==> src/rtl/dmem_pkg.sv <==
// Shared encodings for the data-memory controller: access sizes, arbiter
// states and byte/halfword lane selects.
package dmem_pkg;

   localparam logic [1:0] SZ_B = 2'b00;
   localparam logic [1:0] SZ_H = 2'b01;
   localparam logic [1:0] SZ_W = 2'b10;

   typedef enum logic {
      S_CPU  = 1'b0,
      S_HOST = 1'b1
   } state_t;

   localparam logic [1:0] LANE_B0 = 2'd0;
   localparam logic [1:0] LANE_B1 = 2'd1;
   localparam logic [1:0] LANE_B2 = 2'd2;
   localparam logic [1:0] LANE_B3 = 2'd3;
   localparam logic       LANE_HLO = 1'b0;
   localparam logic       LANE_HHI = 1'b1;

   // Size code 11 is not a legal encoding and behaves as a word access.
   function automatic logic is_word(input logic [1:0] size);
      return size[1];
   endfunction

endpackage

==> src/rtl/dmem_lane_merge.sv <==
// Combinational lane logic: merges sub-word store data into the current RAM
// word and extracts/extends sub-word load data.
module dmem_lane_merge
   import dmem_pkg::*;
(
   input  logic [1:0]  size,
   input  logic        unsigned_ld,
   input  logic [1:0]  addr,
   input  logic [31:0] wdata,
   input  logic [31:0] spo,
   output logic [31:0] merged_wdata,
   output logic [31:0] load_data
);

   logic [7:0]  byte_sel;
   logic [15:0] half_sel;

   always_comb begin
      byte_sel = spo[7:0];
      case (addr)
         LANE_B0: byte_sel = spo[7:0];
         LANE_B1: byte_sel = spo[15:8];
         LANE_B2: byte_sel = spo[23:16];
         LANE_B3: byte_sel = spo[31:24];
         default: byte_sel = spo[7:0];
      endcase
      half_sel = (addr[1] == LANE_HHI) ? spo[31:16] : spo[15:0];
   end

   // Every bit of the merged word starts as the old RAM contents, so only
   // the addressed lane is overwritten.
   always_comb begin
      merged_wdata = spo;
      load_data    = spo;
      if (size == SZ_B) begin
         case (addr)
            LANE_B0: merged_wdata[7:0]   = wdata[7:0];
            LANE_B1: merged_wdata[15:8]  = wdata[7:0];
            LANE_B2: merged_wdata[23:16] = wdata[7:0];
            LANE_B3: merged_wdata[31:24] = wdata[7:0];
            default: merged_wdata[7:0]   = wdata[7:0];
         endcase
         load_data = {{24{!unsigned_ld && byte_sel[7]}}, byte_sel};
      end else if (size == SZ_H) begin
         if (addr[1] == LANE_HLO) begin
            merged_wdata[15:0] = wdata[15:0];
         end else begin
            merged_wdata[31:16] = wdata[15:0];
         end
         load_data = {{16{!unsigned_ld && half_sel[15]}}, half_sel};
      end else begin
         merged_wdata = wdata;
         load_data    = spo;
      end
   end

endmodule

==> src/rtl/dmem_ctrl.sv <==
// Data-memory controller: shares one RAM port between the core and a host
// loader. Define DMEM_MISALIGN_TRAP_EN to trap misaligned half/word accesses.
module dmem_ctrl
   import dmem_pkg::*;
#(
   parameter int ADDR_W        = 14,
   parameter int HOST_MAX_WAIT = 4
) (
   input  logic              clk,
   input  logic              rst_n,
   input  logic              cpu_req,
   input  logic              cpu_we,
   input  logic [1:0]        cpu_size,
   input  logic              cpu_unsigned,
   input  logic [31:0]       cpu_addr,
   input  logic [31:0]       cpu_wdata,
   output logic [31:0]       cpu_rdata,
   output logic              cpu_stall,
   output logic              misalign_err,
   input  logic              host_req,
   input  logic              host_we,
   input  logic [ADDR_W-1:0] host_addr,
   input  logic [31:0]       host_wdata,
   output logic              host_gnt,
   output logic              host_rvalid,
   output logic [31:0]       host_rdata,
   output logic [ADDR_W-1:0] ram_a,
   output logic [31:0]       ram_d,
   output logic              ram_we,
   input  logic [31:0]       ram_spo
);

   localparam int CNT_W = $clog2(HOST_MAX_WAIT) + 1;
   localparam logic [CNT_W-1:0] CNT_MAX = CNT_W'(HOST_MAX_WAIT - 1);

   state_t            state;
   state_t            next_state;
   logic [CNT_W-1:0]  wait_cnt;
   logic              misalign;
   logic [31:0]       merged_wdata;
   logic [31:0]       load_data;
   logic              unused_addr_bits;

   assign unused_addr_bits = ^{cpu_addr[31:ADDR_W+2]};

   dmem_lane_merge u_lane_merge (
      .size         (cpu_size),
      .unsigned_ld  (cpu_unsigned),
      .addr         (cpu_addr[1:0]),
      .wdata        (cpu_wdata),
      .spo          (ram_spo),
      .merged_wdata (merged_wdata),
      .load_data    (load_data)
   );

`ifdef DMEM_MISALIGN_TRAP_EN
   assign misalign = cpu_req && (state == S_CPU) &&
                     (((cpu_size == SZ_H) && cpu_addr[0]) ||
                      (is_word(cpu_size) && (cpu_addr[1:0] != 2'b00)));

   always_ff @(posedge clk or negedge rst_n) begin
      if (!rst_n) begin
         misalign_err <= 1'b0;
      end else begin
         misalign_err <= misalign;
      end
   end
`else
   assign misalign     = 1'b0;
   assign misalign_err = 1'b0;
`endif

   always_ff @(posedge clk or negedge rst_n) begin
      if (!rst_n) begin
         state <= S_CPU;
      end else begin
         state <= next_state;
      end
   end

   // The host is admitted on an idle CPU cycle, or once it has been denied
   // HOST_MAX_WAIT consecutive cycles; it keeps the RAM only while the CPU stays idle.
   always_comb begin
      next_state = state;
      case (state)
         S_CPU: begin
            if (host_req && (!cpu_req || (wait_cnt == CNT_MAX))) begin
               next_state = S_HOST;
            end
         end
         S_HOST: begin
            next_state = (host_req && !cpu_req) ? S_HOST : S_CPU;
         end
         default: next_state = S_CPU;
      endcase
   end

   always_ff @(posedge clk or negedge rst_n) begin
      if (!rst_n) begin
         wait_cnt <= '0;
      end else if (!host_req || ((state == S_CPU) && (next_state == S_HOST))) begin
         wait_cnt <= '0;
      end else if ((state == S_CPU) && cpu_req && (wait_cnt != CNT_MAX)) begin
         wait_cnt <= wait_cnt + CNT_W'(1);
      end
   end

   always_ff @(posedge clk or negedge rst_n) begin
      if (!rst_n) begin
         host_rvalid <= 1'b0;
         host_rdata  <= '0;
      end else begin
         host_rvalid <= host_gnt && !host_we;
         if (host_gnt && !host_we) begin
            host_rdata <= ram_spo;
         end
      end
   end

   assign host_gnt  = (state == S_HOST);
   assign cpu_stall = cpu_req && host_gnt;
   assign cpu_rdata = misalign ? 32'h0 : load_data;

   // Write enable is qualified by rst_n so an abandoned access cannot land.
   always_comb begin
      ram_a  = cpu_addr[ADDR_W+1:2];
      ram_d  = merged_wdata;
      ram_we = rst_n && cpu_req && cpu_we && !misalign;
      if (host_gnt) begin
         ram_a  = host_addr;
         ram_d  = host_wdata;
         ram_we = rst_n && host_we;
      end
   end

endmodule

==> config.mk <==
export PLATFORM = sky130hd
export DESIGN_NAME = dmem_ctrl
export DESIGN_NICKNAME = d
export VERILOG_FILES = /design/src/rtl/dmem_pkg.sv /design/src/rtl/dmem_lane_merge.sv /design/src/rtl/dmem_ctrl.sv
export SDC_FILE = /design/constraint.sdc
export NUM_CORES = 1
export LEC_CHECK = 0
export BUFFER_PORTS_ARGS = -buffer_cell sky130_fd_sc_hd__buf_2
export CORE_AREA = 4 4 101 103
export CTS_CLUSTER_DIAMETER = 30
export CTS_CLUSTER_SIZE = 16
export DETAILED_ROUTE_END_ITERATION = 10
export DIE_AREA = 0 0 105 107
export PLACE_DENSITY_LB_ADDON = 0.1
export SETUP_SLACK_MARGIN = 0.5
export SLEW_MARGIN = 15
export SYNTH_ARGS = -nofsm -noshare
export SYNTH_HDL_FRONTEND = slang
export SYNTH_SLANG_ARGS = --single-unit
==> constraint.sdc <==
create_clock -name clk -period 2.3 [get_ports clk]
set_clock_uncertainty 0.15 [all_clocks]
set_input_delay 0.115 -clock clk [delete_from_list [all_inputs] [get_ports clk]]
set_output_delay 0.115 -clock clk [all_outputs]
set_load 0.01 [all_outputs]
==> run metrics, run 1 <==
status complete, no violations; CTS buffer count 5; maximum VDD drop 0.000272 V; drc violations 0; Hold Path Class in -> reg; CTS Buffer Depth 2; # diodes 0; f_max 541 MHz; filler instances 905; vias in the first global route 4,573; Starting Density 39.6%; Post-Route WL 16,900 um; row count 35; initial antenna violation count 0; I/O Buffers 248; total negative slack 0 ns; router iterations before antenna repair 5; routability cong. 0.896; Vias/cell 5.76; total grt overflow 0; layout cells sized above 1 54.1%; DRT antenna net count 0; RSZ-0062 raised after global routing yes; period utilization 80.3%; DIE WIDTH 105 um; reg2reg end host_rdata[6]; max_cap viols 0; routed len/inst 20.5 um; largest net degree at the start of global routing 41; YS warnings 0; Post-Synthesis Cells 447; CTS sink count 37; R2R Setup Slk 0.54 ns; Slew Limit Fails 0; WS Path Type reg -> out; CP startpoint host_gnt; first-pass GRT wire length 25,000 um; Post-Syn Nets 600; P per Cell Area 487 nW/um2; Vias 4,741; H-tree depth 2; crit start category flop; WP data required 2.04 ns; DP HPWL 12,600 um; Leak 2.79 nW; clock slew at reported path FFs 0.10 ns; core area 9200 um2; total power 0.00277 W; Seq/Total Area, Yosys 25.4%; CTS tree done; Register-to-Register Path Depth 4; Worst Setup End Kind primary output; io pins 266; count of state elements after synthesis 37; root buf cell clkbuf_8; Initial DRC Count 270; Setup violations, final 0; Synth cell types 36; Total GRT Usage 28.0%; worst reg2reg startpoint host_gnt; crit path max fanout 6; Worst Path Arrival 1.58 ns; Skew-Pair Late Insertion Delay 0.30 ns; Mean Syn Cell Area 8.15 um2; Final Critical Period 1.85 ns; Area Overhead vs Synth 56.6%; number of hold violations in the final report 0; nets@finish 864; Mapped Area 3640 um2; die area 11,200 um2; DIE HEIGHT 107 um; Worst Setup EP ram_d[5]
## critical path, cell delays in order, from the launching register on
cell	delay, ns
dfrtp_4	0.57
buf_6	0.17
buf_6	0.12
a221oi_2	0.16
a21oi_1	0.10
buf_2	0.16
## cell usage after synthesis (all sizes together)
master / count / area, um2
mux2i: 2 / 20.0
nor2b: 30 / 188
dfrtp: 37 / 926
a32oi: 26 / 228
a31oi: 5 / 46.3
or2: 1 / 6.26
a21boi: 1 / 7.51
and2: 2 / 12.5
nand2: 74 / 278
a221o: 11 / 110
conb: 1 / 3.75
inv: 20 / 75.1
and3: 1 / 6.26
a22oi: 7 / 52.6
o21ai: 19 / 95.1
mux2: 66 / 743
a21oi: 34 / 170
a22o: 2 / 17.5
nand3: 5 / 25.0
a221oi: 25 / 219
nand2b: 6 / 37.5
nor3b: 1 / 7.51
o211ai: 3 / 22.5
nand3b: 1 / 7.51
nor2: 14 / 55.1
clkbuf: 34 / 128
buf: 8 / 60.1
ha: 2 / 25.0
nor3: 3 / 15.0
mux4: 1 / 22.5
o22ai: 5 / 31.3
## report_power, final
part	total, W	internal [W]	switching (W)
clock	0.000715	0.000437	0.000278
combinational	0.00125	0.000591	0.000658
sequential	0.000809	0.000757	0.0000524
total	0.00277	0.00179	0.000988
## layout by cell type (no fill, tap or decap), types with 3 or more instances in the layout
cell and n:
buf_2 239, nand2_1 74, mux2_2 66, dfrtp_1 36
a21oi_1 32, nor2b_1 29, a32oi_1 26, buf_4 21
inv_1 20, dlygate4sd3_1 19, o21ai_0 18, a221oi_2 17
buf_6 12, a221o_1 11, nor2_1 10, a221oi_1 8
a22oi_1 7, nand2b_1 5, o22ai_1 5, nand3_1 5
clkbuf_8 5, a31oi_1 3, o211ai_1 3, nor3_1 3
buf_8 3, buf_12 3
## per-layer routing
metal  global-route usage, %  vias to the layer above  wire [um]
li1                        -                     2193          -
met1                    34.9                     2270       6620
met2                    49.6                      243       8550
met3                    4.70                       35       1250
met4                    7.97                        0        461
met5                       0                        -          0
## state kept, by name, indices dropped and copies added, names as in the netlist
| name | cells |
|---|---|
| wait_cnt | 3 |
| host_rvalid | 1 |
| host_rdata | 32 |
| host_gnt | 1 |
## cells by family (layout without fill, tap and decap cells)
family / count (synthesis) / after routing / synth area share, %
mux: 69 / 69 / 21.6
other cells: 1 / 1 / 0.103
flops: 37 / 37 / 25.4
buf+inv: 62 / 327 / 7.22
simple gates: 138 / 138 / 17.5
fa+ha+maj: 2 / 2 / 0.687
compound gates: 138 / 138 / 27.5
## how the worst min path moves through the flow
stage | slack [ns] | depth (start not counted) | end | start
after floorplan | -0.33 | 0 | host_gnt | rst_n
after global placement | 0.16 | 2 | host_rdata[24] | rst_n
final | 0.01 | 2 | host_rdata[4] | ram_spo[4]
after global routing | 0.02 | 2 | host_rdata[5] | ram_spo[5]
after CTS | 0.003 | 2 | host_rdata[4] | ram_spo[4]
after detailed placement | 0.15 | 2 | host_rdata[24] | rst_n
## area by class of cell
class                           count  area [um2]  share of cell area [%]
Tap cell                          111         139                    2.44
Sequential cell                    37         930                    16.3
Inverter                           20        75.1                    1.32
Clock inverter                      3        68.8                    1.21
Clock buffer                        5        68.8                    1.21
Timing Repair Buffer              299        1820                    31.9
Multi-Input combinational cell    348        2600                    45.6
## metrics by stage
stage / hold slack, ns / util (%) / worst slack (ns) / cell area (um2) / instances
finish: 0.0107 / 62.0 / 0.453 / 5700 / 823
floorplan: -0.331 / - / 0.528 / 3640 / 447
detailed placement: 0.154 / 54.9 / 0.339 / 5050 / 788
CTS: 0.00257 / 59.6 / 0.423 / 5480 / 820
global placement: 0.158 / 54.9 / 0.353 / 5050 / 788
global route: 0.0175 / 62.0 / 0.419 / 5700 / 823
## repair_timing
| item | in CTS | in global routing |
|---|---|---|
| gates resized for setup | 9 | 44 |
| hold endpoints to repair | 56 | 1 |
| pin swaps | 0 | 6 |
| hold buffers | 18 | 1 |
| cloned | 1 | 0 |
| buffers inserted | 5 | 2 |
| endpoints found under the setup margin | 67 | 58 |
Power figures use the tool's default switching activity.
==> run 2: changes to the inputs <==
--- a/config.mk
+++ b/config.mk
@@ -5,12 +5,14 @@
 export SDC_FILE = /design/constraint.sdc
 export NUM_CORES = 1
 export LEC_CHECK = 0
+export ABC_AREA = 1
 export BUFFER_PORTS_ARGS = -buffer_cell sky130_fd_sc_hd__buf_2
-export CORE_AREA = 4 4 101 103
+export CORE_ASPECT_RATIO = 1.25
+export CORE_MARGIN = 4
+export CORE_UTILIZATION = 39
 export CTS_CLUSTER_DIAMETER = 30
 export CTS_CLUSTER_SIZE = 16
 export DETAILED_ROUTE_END_ITERATION = 10
-export DIE_AREA = 0 0 105 107
 export PLACE_DENSITY_LB_ADDON = 0.1
 export SETUP_SLACK_MARGIN = 0.5
 export SLEW_MARGIN = 15
==> constraint.sdc (replaced) <==
create_clock -name clk -period 1.5 [get_ports clk]
set_clock_uncertainty 0.15 [all_clocks]
set_input_delay 0.075 -clock clk [delete_from_list [all_inputs] [get_ports clk]]
set_output_delay 0.075 -clock clk [all_outputs]
set_load 0.01 [all_outputs]
==> run 2 against run 1 <==
The run now ends with hold timing, setup timing left. Final area up 38%. Final cell count up 45%. Non-clock buffer count up 88. Clock-buffer cell count up 1. First-iteration DRC count rose to 3.0 times the previous value. Total power is 110% higher. Critical path type is now reg -> reg. Largest cell class unchanged.
==> run metrics, run 2 <==
status finished with violations; failing checks hold timing, setup timing; Synth Area in Adders 0.627% (-0.060 points); routability cong. 0.940 (+4.9%); total negative slack -7.65 ns (-7.65 ns); commonest non-fill, non-tap cell in the layout nand2_1; f_max 595 MHz; row count 41 (+17%); crit start category flop; maximum VDD drop 0.000417 V (+53%); WS Path Type reg -> reg; Clock power frac 21.9% (-3.9 points); Commonest cells post-synth nand2_1, nand3_1, nor2_1; switching power 0.00232 W (+130%); # diodes 0 (unchanged); max_cap viols 0 (unchanged); CP startpoint host_gnt; root buf cell clkbuf_16; Worst Setup EP host_rdata[23]; Synth top area share 27.5% (+2.0 points); Vias/cell 5.82 (+1.1%); layout cells sized above 1 50.4% (-3.7 points); number of hold violations in the final report 2 (+2); worst hold slack -0.0494 ns (-0.0601 ns); CTS Buffer Depth 2 (unchanged); Seq pwr share 22.5% (-6.7 points); core area 10,100 um2 (+9.3%); Total GRT Usage 37.3% (+9.3 points); Hold Path Class in -> reg; largest family of logic cells by synthesized area simple AND/OR/NAND/NOR gates; DP HPWL 15,200 um (+20%); count leader, synth nand2_1; crit path max fanout 11 (+5); largest cells by area after synthesis nand2_1, dfrtp_1, nand3_1; io pins 266 (unchanged); Synth Area in Compound Gates 16.6% (-11 points); count of state elements after synthesis 37 (unchanged); Top FF cell, synth dfrtp_1; Pint 0.00351 W (+97%); drc violations 0 (unchanged); largest net degree at the start of global routing 39 (-4.9%); nets@finish 1,218 (+41%); Slew Limit Fails 0 (unchanged); Post-Syn Nets 874 (+46%); Setup violations, final 78 (+78); Seq/Total Area, Yosys 23.2% (-2.2 points); max reg flops 32 (unchanged); DIE HEIGHT 121 um (+13%); Skew-Pair Late Insertion Delay 0.29 ns (about the same); RSZ-0062 raised after global routing yes; Post-synth EDFFs 0 (unchanged); Leak 4.32 nW (+55%); P per Cell Area 740 nW/um2 (+52%); CTS buffer count 5 (unchanged); CTS tree done; clock slew at reported path FFs 0.06 ns (-0.04 ns); simple-gate share of the synthesized area 47.2% (+30 points); Area Overhead vs Synth 97.5%; combinational power share 55.6% (+11 points); Regs by FF count host_rdata: 32 flops, wait_cnt: 3 flops; worst reg2reg startpoint host_gnt; Synth cell types 33 (-8.3%); initial antenna violation count 0 (unchanged); Worst Setup End Kind flop; Mean Syn Cell Area 5.53 um2 (-32%); YS warnings 0 (unchanged); Net Sw Frac 39.8% (+4.2 points); hold_buf cts 18 (unchanged); Final WS setup -0.180 ns (-0.634 ns); Vias 6,958 (+47%); xor/xnor share of the synthesized area 0.220% (+0.22 points); Mapped Area 3990 um2 (+9.6%); I/O Buffers 248 (unchanged); Post-Synthesis Cells 721 (+61%); total grt overflow 0 (unchanged); Register-to-Register Path Depth 7 (+3); DRT antenna net count 0 (unchanged); CTS sink count 37 (unchanged); reg2reg end host_rdata[23]; DIE WIDTH 98.5 um (-6.2%); filler instances 678 (-25%); R2R Setup Slk -0.18 ns (-0.72 ns); vias in the first global route 6,553 (+43%); H-tree depth 2 (unchanged); period utilization 112%; first-pass GRT wire length 34,800 um (+40%); router iterations before antenna repair 7 (+2); Final Critical Period 1.68 ns; routed len/inst 21.4 um (+4.5%); asr flop ratio synth 100% (unchanged); Largest Register host_rdata; Initial DRC Count 809 (+200%); Worst Path Arrival 1.71 ns (+0.13 ns); Starting Density 39.7% (+0.092 points); area leader, netlist nand2_1; Post-Route WL 25,600 um (+52%); die area 11,900 um2 (+6.1%); most frequent cells in the layout nand2_1, buf_2, nand3_1, buf_4, buf_6; WP data required 1.53 ns (-0.51 ns); mux cell area share after synthesis 0% (-22 points)
## run 2: what timing repair did
action                                  CTS  global route
endpoints found under the hold margin    58             2
pin swaps                                36            11
cloned                                   11             3
gates resized for setup                 181            44
endpoints found under the setup margin  151           151
setup buffers                            46             9
## run 2: worst min path at each step
stage / cells past startpoint / start / endpoint
3_5_place_dp: 2 / rst_n / host_rdata[29]
2_1_floorplan: 0 / rst_n / host_gnt
5_1_grt: 4 / cpu_req / host_gnt
3_3_place_gp: 2 / rst_n / host_rvalid
6_report: 4 / cpu_req / host_gnt
4_1_cts: 4 / cpu_req / host_gnt
## run 2: power by group through the flow
| stage | Clock (W) | Combinational [W] | Sequential (W) |
|---|---|---|---|
| floorplan | 0 | 0.00113 | 0.00137 |
| global placement | 0 | 0.00215 | 0.00128 |
| detailed placement | 0 | 0.00218 | 0.00129 |
| CTS | 0.00124 | 0.00290 | 0.00127 |
| global route | 0.00132 | 0.00341 | 0.00132 |
| finish | 0.00128 | 0.00324 | 0.00131 |
## run 2: final cells by class
type | count | area (um2) | area share, %
Inverter | 58 | 238 | 3.02
Sequential cell | 37 | 927 | 11.8
Tap cell | 129 | 161 | 2.05
Timing Repair Buffer | 387 | 3080 | 39.1
Multi-Input combinational cell | 576 | 3300 | 41.8
Clock buffer | 6 | 139 | 1.76
Clock inverter | 2 | 37.5 | 0.476
## run 2: routing by layer
metal	part of all wire [%]	vias up	GRT usage [%]
met4	7.6	0	20.7
met5	0	-	0
met2	49	598	67.3
met1	33	3191	41.5
met3	10	163	5.58
li1	-	3006	-
## run 2: stage by stage
stage               worst slack, ns  area (um2)  cells  util (%)  total power, W
finish                       -0.180        7880   1195      78.4         0.00583
global route                 -0.208        7880   1195      78.4         0.00605
CTS                          -0.139        7550   1183      75.0         0.00541
detailed placement           -0.199        5940   1100      59.1         0.00347
global placement             -0.125        5940   1100      59.1         0.00343
floorplan                    0.0958        4450    721         -         0.00250
## run 2: logic make-up after synthesis
group / after synthesis
and+or+nand+nor: 458
AOI/OAI and AO/OA: 114
buffers and inverters: 108
DFF: 37
adders and majority gates: 2
xor gates and xnor gates: 1
other: 1
## run 2: critical path: stages, from the launching register on
cell     delay (ns)
dfrtp_2        0.46
inv_6          0.08
buf_6          0.13
nor2_4         0.12
inv_4          0.08
buf_6          0.15
buf_16         0.15
o21ai_1        0.24
